<file path="config.mk">
export PLATFORM = sky130hd
export DESIGN_NAME = fml_streamer
export DESIGN_NICKNAME = d
export VERILOG_FILES = /design/src/rtl/fml_pkg.sv /design/src/rtl/fml_streamer_fifo.sv /design/src/rtl/fml_streamer.sv
export SDC_FILE = /design/constraint.sdc
export NUM_CORES = 1
export LEC_CHECK = 0
export CAP_MARGIN = 20
export CORE_MARGIN = 5
export CORE_UTILIZATION = 45
export CTS_CLUSTER_DIAMETER = 40
export CTS_CLUSTER_SIZE = 10
export DETAILED_ROUTE_END_ITERATION = 16
export PLACE_DENSITY_LB_ADDON = 0.05
export RECOVER_POWER = 25
export SYNTH_ARGS = -nofsm -noshare
export SYNTH_HDL_FRONTEND = slang
export SYNTH_HIERARCHICAL = 1
export SYNTH_SLANG_ARGS = --single-unit
export TNS_END_PERCENT = 50
</file>
<file path="constraint.sdc">
create_clock -name sys_clk -period 14.28 [get_ports sys_clk]
set_clock_uncertainty 0.15 [all_clocks]
set_input_delay 3.57 -clock sys_clk [delete_from_list [all_inputs] [get_ports sys_clk]]
set_output_delay 3.57 -clock sys_clk [all_outputs]
set_load 0.02 [all_outputs]
</file>
<file path="src/rtl/fml_pkg.sv">
// fml_pkg: shared FML bus constants and streamer FSM state encoding
package fml_pkg;
    localparam int         FML_BURST_LEN = 4;
    localparam int         FML_DW        = 64;
    localparam logic [7:0] FML_SEL_ALL   = 8'hff;
    typedef enum logic [1:0] {
        ST_IDLE  = 2'd0,
        ST_REQ   = 2'd1,
        ST_DRAIN = 2'd2
    } state_t;
endpackage

</file>
<file path="src/rtl/fml_streamer_fifo.sv">
// fml_streamer_fifo: synchronous first-word-fall-through FIFO
//   clk, rst : clock, synchronous active-high reset (flushes contents)
//   push_i   : write din_i (caller guarantees room)
//   pop_i    : consume dout_o (caller guarantees not empty)
//   dout_o   : head word, valid while empty_o is low
//   count_o  : registered occupancy
module fml_streamer_fifo #(
    parameter int W     = 64,
    parameter int DEPTH = 16
) (
    input  logic                     clk,
    input  logic                     rst,
    input  logic                     push_i,
    input  logic [W-1:0]             din_i,
    input  logic                     pop_i,
    output logic [W-1:0]             dout_o,
    output logic                     empty_o,
    output logic [$clog2(DEPTH):0]   count_o
);
    localparam int AW = $clog2(DEPTH);
    logic [W-1:0]  mem_q [DEPTH];
    logic [AW-1:0] wp_q, rp_q;
    logic [AW:0]   cnt_q;
    always_ff @(posedge clk) begin
        if (push_i) mem_q[wp_q] <= din_i;
    end
    always_ff @(posedge clk) begin
        if (rst) begin
            wp_q  <= '0;
            rp_q  <= '0;
            cnt_q <= '0;
        end else begin
            wp_q  <= wp_q + AW'(push_i);
            rp_q  <= rp_q + AW'(pop_i);
            cnt_q <= cnt_q + (AW+1)'(push_i) - (AW+1)'(pop_i);
        end
    end
    assign dout_o  = mem_q[rp_q];
    assign empty_o = cnt_q == '0;
    assign count_o = cnt_q;
endmodule

</file>
<file path="src/rtl/fml_streamer.sv">
// fml_streamer: FML 4x64 read-only initiator streaming a memory region out as 64-bit valid/ready words
//   sys_clk, sys_rst       : clock, synchronous active-high reset
//   start, stop            : one-cycle pulses to begin / abort a transfer
//   base_adr, nbursts      : region start (32-byte units) and burst count, latched on start
//   busy, done             : transfer active / pulse on the last beat written
//   fml_*                  : FML master port (read only, 4-beat bursts)
//   s_data/s_valid/s_ready : output stream
//   FML_STREAMER_WRAP_EN   : when defined, the region is rescanned until stop
module fml_streamer import fml_pkg::*; #(
    parameter int fml_depth   = 26,
    parameter int fml_latency = 4,
    parameter int fifo_depth  = 16
) (
    input  logic                 sys_clk,
    input  logic                 sys_rst,
    input  logic                 start,
    input  logic                 stop,
    input  logic [fml_depth-6:0] base_adr,
    input  logic [15:0]          nbursts,
    output logic                 busy,
    output logic                 done,
    output logic [fml_depth-1:0] fml_adr,
    output logic                 fml_stb,
    output logic                 fml_we,
    output logic [7:0]           fml_sel,
    input  logic                 fml_eack,
    input  logic [FML_DW-1:0]    fml_di,
    output logic [FML_DW-1:0]    s_data,
    output logic                 s_valid,
    input  logic                 s_ready
);
    localparam int AW = fml_depth - 5;
    localparam int CW = $clog2(fifo_depth) + 1;
    localparam int TL = fml_latency + FML_BURST_LEN;
    state_t        state_q, state_d;
    logic [AW-1:0] adr_q, adr_d;
    logic [15:0]   cnt_q, cnt_d;
    logic          pend_q, pend_d, zdone_q;
    logic [CW-1:0] infl_q, infl_d, occ;
    logic [TL-2:0] ack_sr_q, last_sr_q;
    logic [TL-1:0] ack_v, last_v;
    logic          ack, last, push, pop, empty, credit_ok;
`ifdef FML_STREAMER_WRAP_EN
    logic [AW-1:0] base_q;
    logic [15:0]   nb_q;
    always_ff @(posedge sys_clk) begin
        if (state_q == ST_IDLE && start) begin
            base_q <= base_adr;
            nb_q   <= nbursts;
        end
    end
`endif
    // Occupancy plus reserved beats must leave room for a whole burst.
    assign credit_ok = ({1'b0, occ} + {1'b0, infl_q}) <= (CW+1)'(fifo_depth - FML_BURST_LEN);
    // A raised strobe is held until acknowledged, even if credits drop meanwhile.
    assign fml_stb = state_q == ST_REQ && (pend_q || credit_ok);
    assign ack     = fml_stb & fml_eack;
    assign last    = ack && cnt_q == 16'd1;
    // Bit j set means an accepted burst is j cycles old; its beats land at ages latency..latency+3.
    assign ack_v   = {ack_sr_q, ack};
    assign last_v  = {last_sr_q, last};
    assign push    = |ack_v[TL-1:fml_latency];
    assign infl_d  = infl_q + (ack ? CW'(FML_BURST_LEN) : CW'(0)) - CW'(push);
    assign done    = last_v[TL-1] | zdone_q;
    assign busy    = state_q != ST_IDLE;
    assign fml_adr = {adr_q, 5'b0};
    assign fml_we  = 1'b0;
    assign fml_sel = FML_SEL_ALL;
    assign s_valid = ~empty;
    assign pop     = s_valid & s_ready;
    always_comb begin
        state_d = state_q;
        adr_d   = adr_q;
        cnt_d   = cnt_q;
        pend_d  = fml_stb & ~fml_eack & ~stop;
        if (state_q == ST_IDLE && start && nbursts != 16'd0) begin
            state_d = ST_REQ;
            adr_d   = base_adr;
            cnt_d   = nbursts;
        end
        if (ack) begin
            adr_d = adr_q + AW'(1);
            cnt_d = cnt_q - 16'd1;
        end
`ifdef FML_STREAMER_WRAP_EN
        if (last) begin
            adr_d = base_q;
            cnt_d = nb_q;
        end
        if (state_q == ST_REQ && stop) state_d = ST_DRAIN;
`else
        if (state_q == ST_REQ && (stop || last)) state_d = ST_DRAIN;
`endif
        if (state_q == ST_DRAIN && infl_d == '0) state_d = ST_IDLE;
    end
    always_ff @(posedge sys_clk) begin
        if (sys_rst) begin
            state_q   <= ST_IDLE;
            adr_q     <= '0;
            cnt_q     <= '0;
            pend_q    <= 1'b0;
            zdone_q   <= 1'b0;
            infl_q    <= '0;
            ack_sr_q  <= '0;
            last_sr_q <= '0;
        end else begin
            state_q   <= state_d;
            adr_q     <= adr_d;
            cnt_q     <= cnt_d;
            pend_q    <= pend_d;
            zdone_q   <= state_q == ST_IDLE && start && nbursts == 16'd0;
            infl_q    <= infl_d;
            ack_sr_q  <= ack_v[TL-2:0];
            last_sr_q <= last_v[TL-2:0];
        end
    end
    fml_streamer_fifo #(.W(FML_DW), .DEPTH(fifo_depth)) u_fifo (
        .clk     (sys_clk),
        .rst     (sys_rst),
        .push_i  (push),
        .din_i   (fml_di),
        .pop_i   (pop),
        .dout_o  (s_data),
        .empty_o (empty),
        .count_o (occ)
    );
endmodule

</file>
### Word level (Yosys, flattened, before mapping)

Memory sizes are Yosys's and may differ from the RTL's. A register that Yosys moved wholly into a read port is not among the register bits.
Cells that the tools add are included.

| cells by class | value |
|---|---|
| $add $sub $neg | 9 |
| multiply operators | 0 |
| divide/modulo/power cells | 0 |
| magnitude comparators | 1 |
| equality and inequality tests | 3 |
| shifts and indexed selects | 0 |
| multiplexer cells | 10 |
| bitwise operators | 8 |
| reductions and logical operators | 20 |

Operators with widths:

| cell | count |
|---|---|
| $mux W21 | 2 |
| $mux W16 | 2 |
| $add A21 B1 Y21 const B | 1 |
| $eq A16 B1 Y1 const B | 1 |
| $logic_not A16 Y1 | 1 |
| $reduce_bool A16 Y1 | 1 |
| $sub A16 B1 Y16 const B | 1 |
| $logic_not A5 Y1 | 2 |
| $sub A5 B1 Y5 | 2 |
| $add A4 B1 Y4 | 2 |
| $logic_and A1 B1 Y1 | 7 |
| $add A5 B5 Y6 | 1 |
| $le A6 B4 Y1 const B | 1 |
| $reduce_bool A2 Y1 | 3 |
| $add A5 B1 Y5 | 1 |
| $add A5 B3 Y5 | 1 |
| $and A1 B1 Y1 | 4 |
| $mux W2 | 2 |
| $mux W4 | 1 |
| $reduce_or A4 Y1 | 1 |
| $mux W3 | 1 |
| $not A1 Y1 | 3 |
| $reduce_or A3 Y1 | 1 |
| $eq A2 B1 Y1 const B | 1 |
| other kinds (6) | 8 |

| storage, ports and cells | value |
|---|---|
| register bits after elaboration | 73 |
| latch bits | 0 |
| bits in writable memories | 1024 |
| ROM bits | 0 |
| input bits | 107 |
| output and inout port bits | 103 |
| logic and storage cells | 64 |
| memories | 1 |

Memories:

| memory | depth | width | rd ports | clocked after Yosys merged registers in | wr ports | RTL line | text |
|---|---|---|---|---|---|---|---|
| u_fifo.mem_q | 16 | 64 | 1 | 1 | 1 | fml_streamer_fifo.sv:21 | `logic [W-1:0] mem_q [DEPTH];` |

### Depth between registers and ports, before layout

| depth | value |
|---|---|
| depth in word-level cells | 11 |
| gate-level depth with buffers | 19 |
| depth with buffers taken out | 17 |

### By module

Netlist, hierarchy kept.

By module, submodules not included:

| module | times used | cells each | area an instance (um2) |
|---|---|---|---|
| fml_streamer_fifo | 1 | 1647 | 38964.9 |
| fml_streamer | 1 | 398 | 3372.0 |

### Worst setup path before layout

Ideal clock, no wire load.

| timing path | value |
|---|---|
| path type | register to register |
| start | register ack_sr_q[3] |
| end | memory u_fifo.mem_q[0][0], enable pin |
| setup time | 0.565 ns |
| arrival time | 5.358 ns |
| data required time | 13.565 ns |
| setup slack | 8.207 ns |
| stages on the path, launching flop included | 4 |
| buffers on the path | 0 |
| clock period less this slack | 6.073 ns |
| cell sequence | dfxtp_1 -> or4_1 -> or3b_2 -> nor3_1 |

| between the ends | value |
|---|---|
| word-level cells in the longest chain between the ends | 3 |

RTL lines:

| what | RTL line | text |
|---|---|---|
| start: declaration | fml_streamer.sv:40 | `logic [TL-2:0] ack_sr_q, last_sr_q;` |
| start signal: assignment | fml_streamer.sv:113 | `ack_sr_q <= ack_v[TL-2:0];` |
| $reduce_or A4 Y1 | fml_streamer.sv:62 | `assign push = \|ack_v[TL-1:fml_latency];` |
| via push | fml_streamer.sv:42 | `logic ack, last, push, pop, empty, credit_ok;` |
| $mux W1 | fml_streamer_fifo.sv:25 | `if (push_i) mem_q[wp_q] <= din_i;` |
| $mux W1 (not written as such) | fml_streamer_fifo.sv:25 |  |
| end: declaration | fml_streamer_fifo.sv:21 |  |

The timed path passes the listed nets, and every way through them passes these cells.

==> summary.md <==
| Metric | Value |
|---|---|
| Area growth, synth to finish | 19.7% |
| Reg2reg path depth | 4 |
| Syn. warnings | 6 |
| Post-cts resize count | 0 |
| Post-layout util | approximately 54% |
| Worst hold path startpoint | ack_sr_q[0]$_SDFF_PP0_ |
| Die height | 317 um |
| Maximum clock frequency | 0.121 GHz |
| Placed cell count | ~3.4k |
| Yosys top cell area share | 72.6% |
| Final instance area | 50,700 um^2 |
| Number of top-level pins | 210 |
| Layout Nets | 2,471 |
| PortBufs | approximately 200 |
| CP Data Required Time | around 11 ns |
| Cells after Synth | 2,045 |
| RSZ-0062 raised after global routing | no |
| TritonRoute pass-1 iters | 5 |
| Top cells by area, synth | edfxtp_1 73%, mux4_2 14%, dfxtp_1 3.5% |
| Cell Area, Synth | ~42,000 um^2 |
| VDD IR max | 0.175 mV |
| Die W | between 300 and 400 um |
| First-pass GRT wire length | roughly 150,000 um |
| Number of global-route vias before repair | 22.6k |
| Initial antenna violation count | 9 |
| Final Hold Viols | 0 |
| Fraction of registers with async set/reset | 0% |
| Cell variety after synth | 71 |
| Max Cap Viol | 20 |
| Non-Filler Instances | approximately 3.7k |
| Share of layout cells above drive strength 1 | ~22% |
| CP Launch Type | flip-flop |
| Total gr overflow | 0 |
| Drt drc | 0 |
| CTS tree | yes |
| Worst-path clk slew | ~0.050 ns |
| Initial DRC count | roughly 1.8k |
| Fill cells | 7,302 |
| Hold_buf cts | 0 |
| WL/cell | 27.5 um |
| Row cnt | 112 |
| Worst r2r src | ack_sr_q[3]$_SDFF_PP0_ |
| Crit-path max FO | 30 |
| WHS Path Cells | 1 |
| Multi-input logic area | ~9500 um^2 |
| R2R Setup Slk | 9.38 ns |
| Htree depth | 4 |
| FF-to-FF End | u_fifo/mem_q[3][41]$_DFFE_PP_ |
| Initial Utilization | 45.4% |
| Setup violators final | 0 |
| Slew HR | -152% |
| Nature of the critical path endpoint | output port |
| Pin count of the biggest net entering global routing | 141 |
| EDFF count, synth | 1,024 |
| Setup CP Type | flip-flop to output port |
| CORE AREA | 93,300 um^2 |
| Syn Area/Cell | between 20 and 25 um^2 |
| CTS buffer count | ~160 |
| Worst-Skew Late Latency | approximately 0.73 ns |
| Setup Fix Bufs, Post-CTS | 0 |
| Clk sinks | 1,097 |
| Synthesized flop and latch total | 1,097 |
| GRT Total Usage | 20.5% |
| Failing checks | capacitance limit, slew limit |
| Die Footprint | 100,000 um^2 |
| DR vias | 21.4k |
| Worst Path Arrival | approximately 4.5 ns |
| HP Class | flip-flop to flip-flop |
| Clock root cell | clkbuf_16 |
| DP Area | 45,800 um^2 |
| Pwr per Cell Area | 172 nW/um^2 |
| Clock period minus worst slack | 8.23 ns |
| Reg area | 32,200 um^2 |
| Slew @ Worst Pin | 3.79 ns |
| Top FF cell, synth | edfxtp_1 |
| Min-Delay Endpoint | ack_sr_q[1]$_SDFF_PP0_ |
| WL final | 102,000 um |
| Status | finished with violations |
| Gp weighted congestion | 0.743 |
| Slew Limit Fails | 563 |
| Leakage power | 15.9 nW |
| Clk buf depth | 3 |
| Final worst-path cycle share | 57.7% |
| Vias per std cell | 5.76 |
| Seq/Total Area, Yosys | 76.1% |
| Total negative slack | 0 ns |
| Detail Route Antenna Nets | 0 |
| Yosys top cell by area | edfxtp_1 |
| Detail Placement HPWL | 51,200 um |
==> worst max-delay path, stage by stage (launching register included) <==
cell             delay, ns
dfxtp_4               0.62
buf_4                 0.53
buf_16                0.31
buf_4                 0.52
buf_12                0.31
mux4_2                0.54
a22oi_1               0.23
nand2_1               0.12
clkdlybuf4s50_1       0.55
==> Yosys cell counts (13+ instances only) <==
cell	n
edfxtp_1	1024
mux4_2	256
a22oi_1	134
nand2_1	98
dfxtp_1	73
clkbuf_1	59
nor2_1	39
inv_1	27
nor2b_1	26
buf_4	25
nand3_1	25
ha_1	23
a31oi_1	17
buf_6	17
a21oi_1	16
nor3_1	14
buf_2	13
==> worst max-delay path by stage <==
stage | from | endpoint | slack, ns | depth (start not counted)
after floorplan | ack_sr_q[3]$_SDFF_PP0_ | u_fifo/mem_q[0][0]$_DFFE_PP_ | 8.21 | 3
final | u_fifo/rp_q[0]$_SDFF_PP0_ | s_data[5] | 6.05 | 8
after detailed placement | u_fifo/rp_q[0]$_SDFF_PP0_ | s_data[3] | 6.47 | 7
after global placement | u_fifo/rp_q[0]$_SDFF_PP0_ | s_data[31] | 6.24 | 6
after global routing | u_fifo/rp_q[0]$_SDFF_PP0_ | s_data[5] | 5.61 | 8
after CTS | u_fifo/rp_q[0]$_SDFF_PP0_ | s_data[3] | 5.63 | 7
==> metrics by stage <==
step / total power, mW / hold slack [ns] / worst slack [ns]
floorplan: 4.73 / 0.264 / 8.21
global placement: 5.13 / 0.268 / 6.24
detailed placement: 5.15 / 0.272 / 6.47
CTS: 8.84 / 0.284 / 5.63
global route: 9.09 / 0.311 / 5.61
finish: 8.74 / 0.281 / 6.05
==> state kept, by name, summed over array words and instances, names as in the netlist, 2 cells and up <==
name	cells
state_q	2
u_fifo/count_o	5
ack_sr_q	7
u_fifo/wp_q	4
infl_q	5
adr_q	21
u_fifo/mem_q	1024
last_sr_q	7
u_fifo/rp_q	4
cnt_q	16
==> cell usage in the layout (no fill, tap or decap), drive strengths merged, types with 9 or more instances in the layout <==
| cell type | Yosys | routed |
|---|---|---|
| a31oi | 18 | 18 |
| nor2 | 39 | 39 |
| edfxtp | 1024 | 1024 |
| ha | 23 | 23 |
| nand3 | 25 | 25 |
| clkbuf | 59 | 208 |
| clkdlybuf4s50 | 0 | 194 |
| bufinv | 0 | 14 |
| nor3 | 14 | 14 |
| clkinv | 0 | 48 |
| buf | 63 | 34 |
| a22oi | 134 | 134 |
| a21oi | 16 | 16 |
| conb | 2 | 14 |
| nand2 | 98 | 98 |
| nor2b | 26 | 26 |
| mux4 | 256 | 256 |
| inv | 28 | 36 |
| nand2b | 9 | 9 |
| dfxtp | 73 | 73 |
==> final cells by class <==
type | count | area share [%]
clock inverter | 76 | 1.59
antenna | 6 | 0.0296
tap | 1254 | 3.10
multi-input combinational | 810 | 18.6
clock buffer | 190 | 8.25
timing repair buffer | 246 | 4.63
sequential | 1097 | 63.6
inverter | 28 | 0.207
==> logic make-up after synthesis <==
logic type      after synthesis  share of synthesized area (%)
buf+inv                     150                           1.89
xor+xnor                     10                          0.207
simple gates                269                           3.16
fa+ha+maj                    26                          0.822
compound gates              229                           4.05
other cells                   2                         0.0177
flops                      1097                           76.1
mux                         262                           13.8
==> power by group <==
part / internal, mW / switching, mW / total (mW)
registers: 3.55 / 0.0609 / 3.61
clock network: 2.32 / 1.34 / 3.66
logic: 0.762 / 0.708 / 1.47
total: 6.63 / 2.11 / 8.74
==> metal layers <==
metal  global-route usage [%]  share of wire [%]  vias to the layer above
met5                        0              0.026                        -
met3                     4.16                5.4                      123
met4                     5.33                1.6                        4
met1                     28.1                 43                    11500
li1                         -                  -                     9147
met2                     34.0                 50                      558
Note: power is estimated with default switching activity, not from simulation.
